`src/rtl/fetch_hazard_if.sv`:
```
// Handshake bundle between the pipeline front end and fetch_hazard_ctrl.
// The pipeline side (master) supplies hazard sources and memory status.
// The controller side (slave) returns enables, flushes and debug state.
interface fetch_hazard_if;
    logic        PCSrc_EX;
    logic        IDEX_MemRead;
    logic [4:0]  IDEX_Rd;
    logic [4:0]  IFID_Rs1;
    logic [4:0]  IFID_Rs2;
    logic        imem_ready;
    logic        imem_req;
    logic        PCWrite;
    logic        Write_IFID;
    logic        Flush_IFID;
    logic        Flush_IDEX;
    logic        fetch_timeout;
    logic [15:0] stall_cnt;
    logic [15:0] flush_cnt;

    modport master (
        output PCSrc_EX, IDEX_MemRead, IDEX_Rd, IFID_Rs1, IFID_Rs2, imem_ready,
        input  imem_req, PCWrite, Write_IFID, Flush_IFID, Flush_IDEX,
               fetch_timeout, stall_cnt, flush_cnt
    );

    modport slave (
        input  PCSrc_EX, IDEX_MemRead, IDEX_Rd, IFID_Rs1, IFID_Rs2, imem_ready,
        output imem_req, PCWrite, Write_IFID, Flush_IFID, Flush_IDEX,
               fetch_timeout, stall_cnt, flush_cnt
    );
endinterface

```
`src/rtl/fetch_hazard_ctrl.sv`:
```
// Front-end sequencing controller for the 5-stage pipeline.
// Arbitrates redirects, load-use stalls and instruction-memory waits,
// and keeps saturating stall/flush counters plus a sticky timeout flag.
module fetch_hazard_ctrl #(
    parameter int unsigned WAIT_LIMIT = 15
) (
    input  logic           clk,
    input  logic           rst_n,
    fetch_hazard_if.slave  bus
);

    typedef enum logic [1:0] {
        RESET_HOLD = 2'd0,
        RUN        = 2'd1,
        MEM_WAIT   = 2'd2
    } state_t;

    localparam logic [8:0] WAIT_LIMIT_W = 9'(WAIT_LIMIT);

    state_t      state_q, state_d;
    logic [7:0]  wait_q, wait_d;
    logic [8:0]  wait_inc;
    logic [15:0] stall_q, flush_q;
    logic        timeout_q, timeout_d;
    logic        stall_inc, flush_inc;
    logic        load_use;

    assign load_use = bus.IDEX_MemRead && (bus.IDEX_Rd != 5'd0) &&
                      ((bus.IDEX_Rd == bus.IFID_Rs1) || (bus.IDEX_Rd == bus.IFID_Rs2));

    // Wait count plus one, kept one bit wider so the limit compare never wraps.
    assign wait_inc = {1'b0, wait_q} + 9'd1;

    // Next-state and Mealy output decode; rules are checked in priority order.
    always_comb begin
        // NOTE: every signal gets a default before any branch, so no path
        // leaves a value unassigned and no latch is inferred.
        state_d        = state_q;
        wait_d         = wait_q;
        timeout_d      = timeout_q;
        stall_inc      = 1'b0;
        flush_inc      = 1'b0;
        // Fetch is requested in every state once reset is released, and is
        // quiet while rst_n is held low.
        bus.imem_req   = rst_n;
        bus.PCWrite    = 1'b0;
        bus.Write_IFID = 1'b0;
        bus.Flush_IFID = 1'b0;
        bus.Flush_IDEX = 1'b1;

        case (state_q)
            RESET_HOLD: begin
                state_d = RUN;
            end
            default: begin
                if (bus.PCSrc_EX) begin
                    // Redirect: kill the wrong-path slots and abandon any wait.
                    bus.PCWrite    = 1'b1;
                    bus.Write_IFID = 1'b1;
                    bus.Flush_IFID = 1'b1;
                    bus.Flush_IDEX = 1'b1;
                    flush_inc      = 1'b1;
                    wait_d         = 8'd0;
                    state_d        = RUN;
                end else if (load_use) begin
                    // Hold PC and IF/ID, bubble ID/EX; wait progress is frozen.
                    stall_inc      = 1'b1;
                end else if (!bus.imem_ready) begin
                    // Memory not ready: hold PC, feed a NOP into IF/ID.
                    bus.Write_IFID = 1'b1;
                    bus.Flush_IFID = 1'b1;
                    bus.Flush_IDEX = 1'b0;
                    stall_inc      = 1'b1;
                    state_d        = MEM_WAIT;
                    if (wait_q != 8'hFF) begin
                        wait_d = wait_inc[7:0];
                    end
                    if (wait_inc >= WAIT_LIMIT_W) begin
                        timeout_d = 1'b1;
                    end
                end else begin
                    bus.PCWrite    = 1'b1;
                    bus.Write_IFID = 1'b1;
                    bus.Flush_IDEX = 1'b0;
                    wait_d         = 8'd0;
                    state_d        = RUN;
                end
            end
        endcase
    end

    // State, wait count, counters and sticky flag, all cleared asynchronously.
    always_ff @(posedge clk or negedge rst_n) begin
        if (!rst_n) begin
            state_q   <= RESET_HOLD;
            wait_q    <= 8'd0;
            stall_q   <= 16'd0;
            flush_q   <= 16'd0;
            timeout_q <= 1'b0;
        end else begin
            // NOTE: non-blocking assignments so every register samples the
            // pre-edge values regardless of statement order.
            state_q   <= state_d;
            wait_q    <= wait_d;
            timeout_q <= timeout_d;
            if (stall_inc && (stall_q != 16'hFFFF)) begin
                stall_q <= stall_q + 16'd1;
            end
            if (flush_inc && (flush_q != 16'hFFFF)) begin
                flush_q <= flush_q + 16'd1;
            end
        end
    end

    assign bus.stall_cnt     = stall_q;
    assign bus.flush_cnt     = flush_q;
    assign bus.fetch_timeout = timeout_q;

endmodule

```
`src/flat_wrapper.sv`:
```
// flat-port wrapper written by rule: the top's interface ports become plain ports
module fetch_hazard_ctrl_flat 
#(
    parameter int unsigned WAIT_LIMIT = 15
)
  (clk, rst_n, bus_PCSrc_EX, bus_IDEX_MemRead, bus_IDEX_Rd, bus_IFID_Rs1, bus_IFID_Rs2, bus_imem_ready, bus_imem_req, bus_PCWrite, bus_Write_IFID, bus_Flush_IFID, bus_Flush_IDEX, bus_fetch_timeout, bus_stall_cnt, bus_flush_cnt);
  fetch_hazard_if bus_i ();
  input  logic clk;
  input  logic rst_n;
  input wire logic [$bits(bus_i.PCSrc_EX)-1:0] bus_PCSrc_EX;
  input wire logic [$bits(bus_i.IDEX_MemRead)-1:0] bus_IDEX_MemRead;
  input wire logic [$bits(bus_i.IDEX_Rd)-1:0] bus_IDEX_Rd;
  input wire logic [$bits(bus_i.IFID_Rs1)-1:0] bus_IFID_Rs1;
  input wire logic [$bits(bus_i.IFID_Rs2)-1:0] bus_IFID_Rs2;
  input wire logic [$bits(bus_i.imem_ready)-1:0] bus_imem_ready;
  output wire logic [$bits(bus_i.imem_req)-1:0] bus_imem_req;
  output wire logic [$bits(bus_i.PCWrite)-1:0] bus_PCWrite;
  output wire logic [$bits(bus_i.Write_IFID)-1:0] bus_Write_IFID;
  output wire logic [$bits(bus_i.Flush_IFID)-1:0] bus_Flush_IFID;
  output wire logic [$bits(bus_i.Flush_IDEX)-1:0] bus_Flush_IDEX;
  output wire logic [$bits(bus_i.fetch_timeout)-1:0] bus_fetch_timeout;
  output wire logic [$bits(bus_i.stall_cnt)-1:0] bus_stall_cnt;
  output wire logic [$bits(bus_i.flush_cnt)-1:0] bus_flush_cnt;
  assign bus_i.PCSrc_EX = bus_PCSrc_EX;
  assign bus_i.IDEX_MemRead = bus_IDEX_MemRead;
  assign bus_i.IDEX_Rd = bus_IDEX_Rd;
  assign bus_i.IFID_Rs1 = bus_IFID_Rs1;
  assign bus_i.IFID_Rs2 = bus_IFID_Rs2;
  assign bus_i.imem_ready = bus_imem_ready;
  assign bus_imem_req = bus_i.imem_req;
  assign bus_PCWrite = bus_i.PCWrite;
  assign bus_Write_IFID = bus_i.Write_IFID;
  assign bus_Flush_IFID = bus_i.Flush_IFID;
  assign bus_Flush_IDEX = bus_i.Flush_IDEX;
  assign bus_fetch_timeout = bus_i.fetch_timeout;
  assign bus_stall_cnt = bus_i.stall_cnt;
  assign bus_flush_cnt = bus_i.flush_cnt;
  fetch_hazard_ctrl #(.WAIT_LIMIT(WAIT_LIMIT)) u_core (.clk(clk), .rst_n(rst_n), .bus(bus_i));
endmodule
```
`config.mk`:
```
export PLATFORM = sky130hd
export DESIGN_NAME = fetch_hazard_ctrl_flat
export DESIGN_NICKNAME = d
export VERILOG_FILES = /design/src/rtl/fetch_hazard_if.sv /design/src/rtl/fetch_hazard_ctrl.sv /design/src/flat_wrapper.sv
export SDC_FILE = /design/constraint.sdc
export NUM_CORES = 1
export LEC_CHECK = 0
export ABC_CLOCK_PERIOD_IN_PS = 2600
export CAP_MARGIN = 20
export CORE_MARGIN = 3
export CORE_UTILIZATION = 49
export DETAILED_ROUTE_END_ITERATION = 12
export GPL_ROUTABILITY_DRIVEN = 0
export GPL_TIMING_DRIVEN = 0
export HOLD_SLACK_MARGIN = 0.1
export PLACE_DENSITY = 0.79
export SLEW_MARGIN = 10
export SYNTH_ARGS = -nofsm -noshare
export SYNTH_HDL_FRONTEND = slang
export SYNTH_SLANG_ARGS = --single-unit
```
`constraint.sdc`:
```
create_clock -name clk -period 2.6 [get_ports clk]
set_input_delay 0.52 -clock clk [delete_from_list [all_inputs] [get_ports clk]]
set_output_delay 0.52 -clock clk [all_outputs]
set_load 0.01 [all_outputs]
```
==> results.json, run 1 <==
{
  "die_h_microns": 75.3,
  "drt-initial-drc-count": 107,
  "syn_avg_cell_area_sq_um": 10.2,
  "synth-edff-count": 0,
  "ctsRootBufferMaster": "clkbuf_8",
  "grt.overflow.total": 0,
  "period_share_pct": 97.5,
  "hold_path_class": "in2async",
  "p_leak_nw": 1.38,
  "cts_tree": "done",
  "grt_use_total_pct": 20.8,
  "synth_top_area_share_pct": 45.8,
  "cp_slowest_stage_delay_ns": 0.56,
  "drc_errors": 0,
  "fin_crit_ns": 2.54,
  "power_density_mw_per_mm2": 625,
  "synth-seq-cells": 43,
  "routed_wl_microns": 5310,
  "path_max_fanout": 5,
  "yosysMostFrequentCell": "dfrtp_1",
  "fmax_mhz": 394,
  "stdcell_count": 352,
  "startpoint_type": "input pin",
  "slew_headroom_pct": 60.1,
  "fill_cells": 365,
  "place_ws_ns": -0.785,
  "yosysWarnings": 0,
  "nets": 323,
  "die_width_microns": 75.3,
  "port_buffers": 56,
  "finalHoldViolations": 0,
  "ant_nets": 0,
  "arrival_ns": 2.02,
  "worst_setup_hold_path_clk_slew_ns": 0.09,
  "grt_pass1_wl_microns": 9010,
  "setup-violations-final": 0,
  "syn_inst": 231,
  "timing.final.ws_setup_ns": 0.0640,
  "syn_nets": 255,
  "slew_violations": 0,
  "grt_max_degree": 34,
  "yosys.area.top_type": "dfrtp_1",
  "num_rows": 24,
  "vias_per_cell": 5.58,
  "required_ns": 2.08,
  "place.detailed.hpwl_microns": 3850,
  "fin_skew_ns": 0.00793,
  "cp_cell_sequence": "clkdlybuf4s15_1 > or4_4 > o21a_4 > nand2_4 > nor2_2 > nor3_1 > buf_2",
  "ios": 58,
  "synth-main-ff-cell": "dfrtp_1",
  "critPathKind": "in2out",
  "coreArea_sq_mm": 0.00450,
  "num_vias": 1964,
  "drive_above_1_share_pct": 14.3,
  "yosysUniqueCellTypes": 43,
  "die_area_sq_mm": 0.00566,
  "synth_area_sq_mm": 0.00235,
  "htree_num_levels": 2,
  "synthTopCellsByCount": "dfrtp_1, xnor2_1, nor2_1, nand2_1, nand3_1",
  "initial_core_util_pct": 52.2,
  "crit_slowest_cell": "or4_4",
  "firstDrtPassIters": 4,
  "n_antenna_cell": 0,
  "outcome": "completed",
  "ctsHoldBuffers": 0,
  "cts_buffers": 5,
  "fin_tns_setup_ns": 0,
  "peakVddDrop_mv": 0.464,
  "cp-end-kind": "primary output",
  "clk_path_buf_depth": 2,
  "synth_seq_area_share_pct": 45.8,
  "grt_pass1_vias": 2011,
  "antenna_found_initial": 0,
  "worst_pin_slew_ns": 0.592,
  "clock_latency_ns": 0.30,
  "clock_sinks": 43,
  "async_flop_share_pct": 100,
  "max_cap_viol_count": 0,
  "wl_per_cell_microns": 15.1,
  "placedCellCount": 340,
  "syn_to_final_growth_pct": 33.6,
  "netlist_top_cells_area": "dfrtp_1, xnor2_1, xor2_1, nand3_1, nor2_1",
  "power.total_mw": 1.96
}
[final timing paths]
path                                          start                  endpoint  slack [ns]  cells after the start
hold reg to reg            u_core.bus.fetch_timeout  u_core.bus.fetch_timeout        0.46                      1
hold / removal                                rst_n   u_core.bus.stall_cnt[4]         0.1                      1
setup / recovery                     bus_IDEX_Rd[4]               bus_PCWrite        0.06                      7
max in group asynchronous                     rst_n  u_core.bus.stall_cnt[11]        2.03                      2
min in group clk           u_core.bus.fetch_timeout  u_core.bus.fetch_timeout        0.46                      1
setup reg to reg                   u_core.wait_q[1]          u_core.wait_q[0]        0.45                      7
[layout make-up]
cell class / instances / area [sq um] / area share (%)
Timing Repair Buffer: 61 / 586 / 18.6
Sequential cell: 43 / 1080 / 34.2
Tap cell: 52 / 65.1 / 2.07
Clock inverter: 3 / 43.8 / 1.39
Multi-Input combinational cell: 181 / 1270 / 40.5
Buffer: 2 / 11.3 / 0.358
Clock buffer: 5 / 68.8 / 2.19
Inverter: 5 / 18.8 / 0.597
[metrics by stage]
stage / area (sq um) / util [%] / hold slack (ns)
after global placement: 2980 / 66.1 / 0.448
after floorplan: 2350 / - / 0.224
final: 3140 / 69.8 / 0.0988
after detailed placement: 2990 / 66.4 / 0.430
after CTS: 3110 / 69.1 / 0.100
after global routing: 3140 / 69.8 / 0.103
[layer usage]
layer  GRT usage [%]  wire [microns]  vias to the layer above
met5               0               0                        -
met4            7.96              77                        0
met3            5.07             256                        7
met2            33.9            2630                       53
met1            26.8            2350                      955
li1                -               -                      949
[critical path: cells and delay by family]
| family | cells | cell delay, ns |
|---|---|---|
| AO/OA/AOI/OAI | 1 | 0.23 |
| buffers and inverters | 2 | 0.38 |
| AND/OR/NAND/NOR | 4 | 0.89 |
[logic make-up after synthesis]
logic type / after synthesis / synth area share (%)
and+or+nand+nor: 104 / 22.7
buffers and inverters: 7 / 1.28
xor gates and xnor gates: 41 / 15.3
DFF: 43 / 45.8
muxes: 4 / 1.86
AOI/OAI and AO/OA: 28 / 11.0
adders and majority gates: 4 / 2.13
[state kept, by name, indices dropped and copies added (netlist names)]
register                  flops
u_core.state_q                2
u_core.bus.flush_cnt         16
u_core.bus.stall_cnt         16
u_core.wait_q                 8
u_core.bus.fetch_timeout      1
[report_power, final]
part,switching (mW),internal (mW)
Clock,0.242,0.286
Combinational,0.226,0.312
Sequential,0.130,0.768
Total,0.598,1.37
[cells in the final DEF (no fill, tap or decap), types with 5 or more instances in the layout]
| master | count |
|---|---|
| buf_4 | 5 |
| o21ai_0 | 5 |
| and3_1 | 6 |
| nor2_1 | 21 |
| clkdlybuf4s50_1 | 46 |
| xor2_1 | 15 |
| inv_1 | 5 |
| nor2b_1 | 6 |
| xnor2_1 | 26 |
| nand3_1 | 19 |
| nand2_1 | 19 |
| dfrtp_1 | 43 |
| nor3_1 | 8 |
| clkbuf_8 | 5 |
| nand4_1 | 7 |
[what timing repair did]
action	CTS	global route
setup endpoints to repair	4	3
buffers inserted	2	2
pin swaps	4	3
cloned	0	0
resized for setup	22	4
No activity file was read; power rests on OpenSTA's default activity.
==> run 2, diff against run 1 <==
- CORE_MARGIN: 3 -> 2
==> run 2 against run 1 <==
Compared with the run above: clock power up 16%; count of clock-buffer cells in the layout up 1; critical path depth unchanged; power up 4.1%; non-clock buffer count down 2; critical path type unchanged.
==> results.json, run 2 (synthesis gave the netlist of run 1 again) <==
{
  "placedCellCount": 342,
  "period_share_pct": 97.4,
  "max_cap_viol_count": 0,
  "power.total_mw": 2.04,
  "die_width_microns": 73.3,
  "ctsRootBufferMaster": "clkbuf_8",
  "ios": 58,
  "power_frac_seq_pct": 43.9,
  "grt_use_total_pct": 19.8,
  "slew_violations": 0,
  "arrival_ns": 2.01,
  "cp-startpoint": "bus_IDEX_Rd[0]",
  "fin_crit_ns": 2.53,
  "p_leak_nw": 1.38,
  "htree_num_levels": 2,
  "stdcell_count": 352,
  "cp_cell_sequence": "dlygate4sd2_1 > or4_4 > o21a_4 > nand2_4 > nor2_2 > nor3_2 > buf_2",
  "fmax_mhz": 395,
  "initial_core_util_pct": 50.4,
  "switching_share_pct": 28.4,
  "clk_path_buf_depth": 2,
  "n_antenna_cell": 0,
  "grt_pass1_wl_microns": 8370,
  "clock_sinks": 43,
  "worst_setup_hold_path_clk_slew_ns": 0.09,
  "drt-initial-drc-count": 89,
  "power_density_mw_per_mm2": 648,
  "num_rows": 25,
  "die_h_microns": 73.3,
  "firstDrtPassIters": 4,
  "num_vias": 1934,
  "clock_latency_ns": 0.29,
  "hold_path_class": "in2async",
  "cts_tree": "done",
  "r2r_start": "u_core.wait_q[1]",
  "wl_per_cell_microns": 14.3,
  "finalHoldViolations": 0,
  "vias_per_cell": 5.49,
  "place.detailed.hpwl_microns": 3690,
  "fin_area_sq_mm": 0.00315,
  "grt.overflow.total": 0,
  "p_int_mw": 1.46,
  "port_buffers": 56,
  "comb_power_share_pct": 26.1,
  "hold_ws_ns": 0.137,
  "setup-violations-final": 0,
  "cp_slowest_stage_delay_ns": 0.54,
  "ant_nets": 0,
  "drive_above_1_share_pct": 13.8,
  "cts_buffers": 5,
  "required_ns": 2.08,
  "antenna_found_initial": 0,
  "cp-end-kind": "primary output",
  "nets": 321,
  "final_cell_mix": "clkdlybuf4s50_1, dfrtp_1, xnor2_1, nor2_1",
  "critPathKind": "in2out",
  "fin_skew_ns": 0.00756,
  "place_ws_ns": -0.803,
  "slew_headroom_pct": 60.0,
  "syn_to_final_growth_pct": 34.2,
  "placed_cell_area_sq_mm": 0.00299,
  "startpoint_type": "input pin",
  "path_max_fanout": 6,
  "worst_pin_slew_ns": 0.595,
  "crit_slowest_cell": "or4_4",
  "power_frac_clock_pct": 30.0,
  "p_sw_mw": 0.581,
  "grt_max_degree": 30,
  "peakVddDrop_mv": 0.590,
  "mostFrequentLayoutCell": "clkdlybuf4s50_1",
  "drc_errors": 0,
  "outcome": "completed",
  "timing.final.ws_setup_ns": 0.0688,
  "coreArea_sq_mm": 0.00466,
  "die_area_sq_mm": 0.00537,
  "grt_pass1_vias": 1857,
  "routed_wl_microns": 5030
}
-- run 2: critical path, delay by kind of cell --
family,cells,cell delay (ns)
AO/OA/AOI/OAI,1,0.24
AND/OR/NAND/NOR,4,0.82
buffers and inverters,2,0.43
-- run 2: final timing paths --
path	end	slack [ns]	cells past startpoint
setup / recovery	bus_Flush_IFID	0.07	7
setup reg to reg	u_core.wait_q[0]	0.44	7
hold reg to reg	u_core.bus.fetch_timeout	0.47	1
min in group clk	u_core.bus.fetch_timeout	0.47	1
hold / removal	u_core.wait_q[5]	0.14	1
max in group asynchronous	u_core.bus.stall_cnt[12]	1.98	2
-- run 2: stage by stage --
stage | TNS [ns] | utilization (%)
after floorplan | 0 | -
after global placement | -11.22 | 63.9
after detailed placement | -2.83 | 64.2
after CTS | 0 | 67.5
after global routing | -0.00213 | 67.7
final | 0 | 67.7
-- run 2: power groups by stage --
stage          Clock, mW  Sequential [mW]  Combinational, mW
2_1_floorplan          0            0.930              0.204
3_3_place_gp           0            0.908              0.522
3_5_place_dp           0            0.908              0.535
4_1_cts            0.623            0.897              0.540
5_1_grt            0.650            0.916              0.587
6_report           0.614            0.897              0.533
-- run 2: final cells by class --
| type | instances | area [sq um] |
|---|---|---|
| Buffer | 2 | 11.3 |
| Clock buffer | 6 | 72.6 |
| Clock inverter | 2 | 60.1 |
| Fill cell | 388 | 1510 |
| Inverter | 5 | 18.8 |
| Multi-Input combinational cell | 181 | 1280 |
| Sequential cell | 43 | 1080 |
| Tap cell | 54 | 67.6 |
| Timing Repair Buffer | 59 | 571 |
-- run 2: layer usage --
metal | vias to the layer above | GRT usage, % | wire length [microns]
met5 | - | 0 | 0
met4 | 0 | 9.05 | 73
met3 | 9 | 2.88 | 171
met2 | 39 | 32.1 | 2470
met1 | 942 | 26.2 | 2310
li1 | 944 | - | -
-- run 2: what timing repair did --
| item | in CTS | in global routing |
|---|---|---|
| buffers inserted | 2 | 0 |
| setup endpoints to repair | 4 | 2 |
| pin swaps | 4 | 2 |
| gates resized for setup | 26 | 2 |
| hold buffers | 0 | 0 |
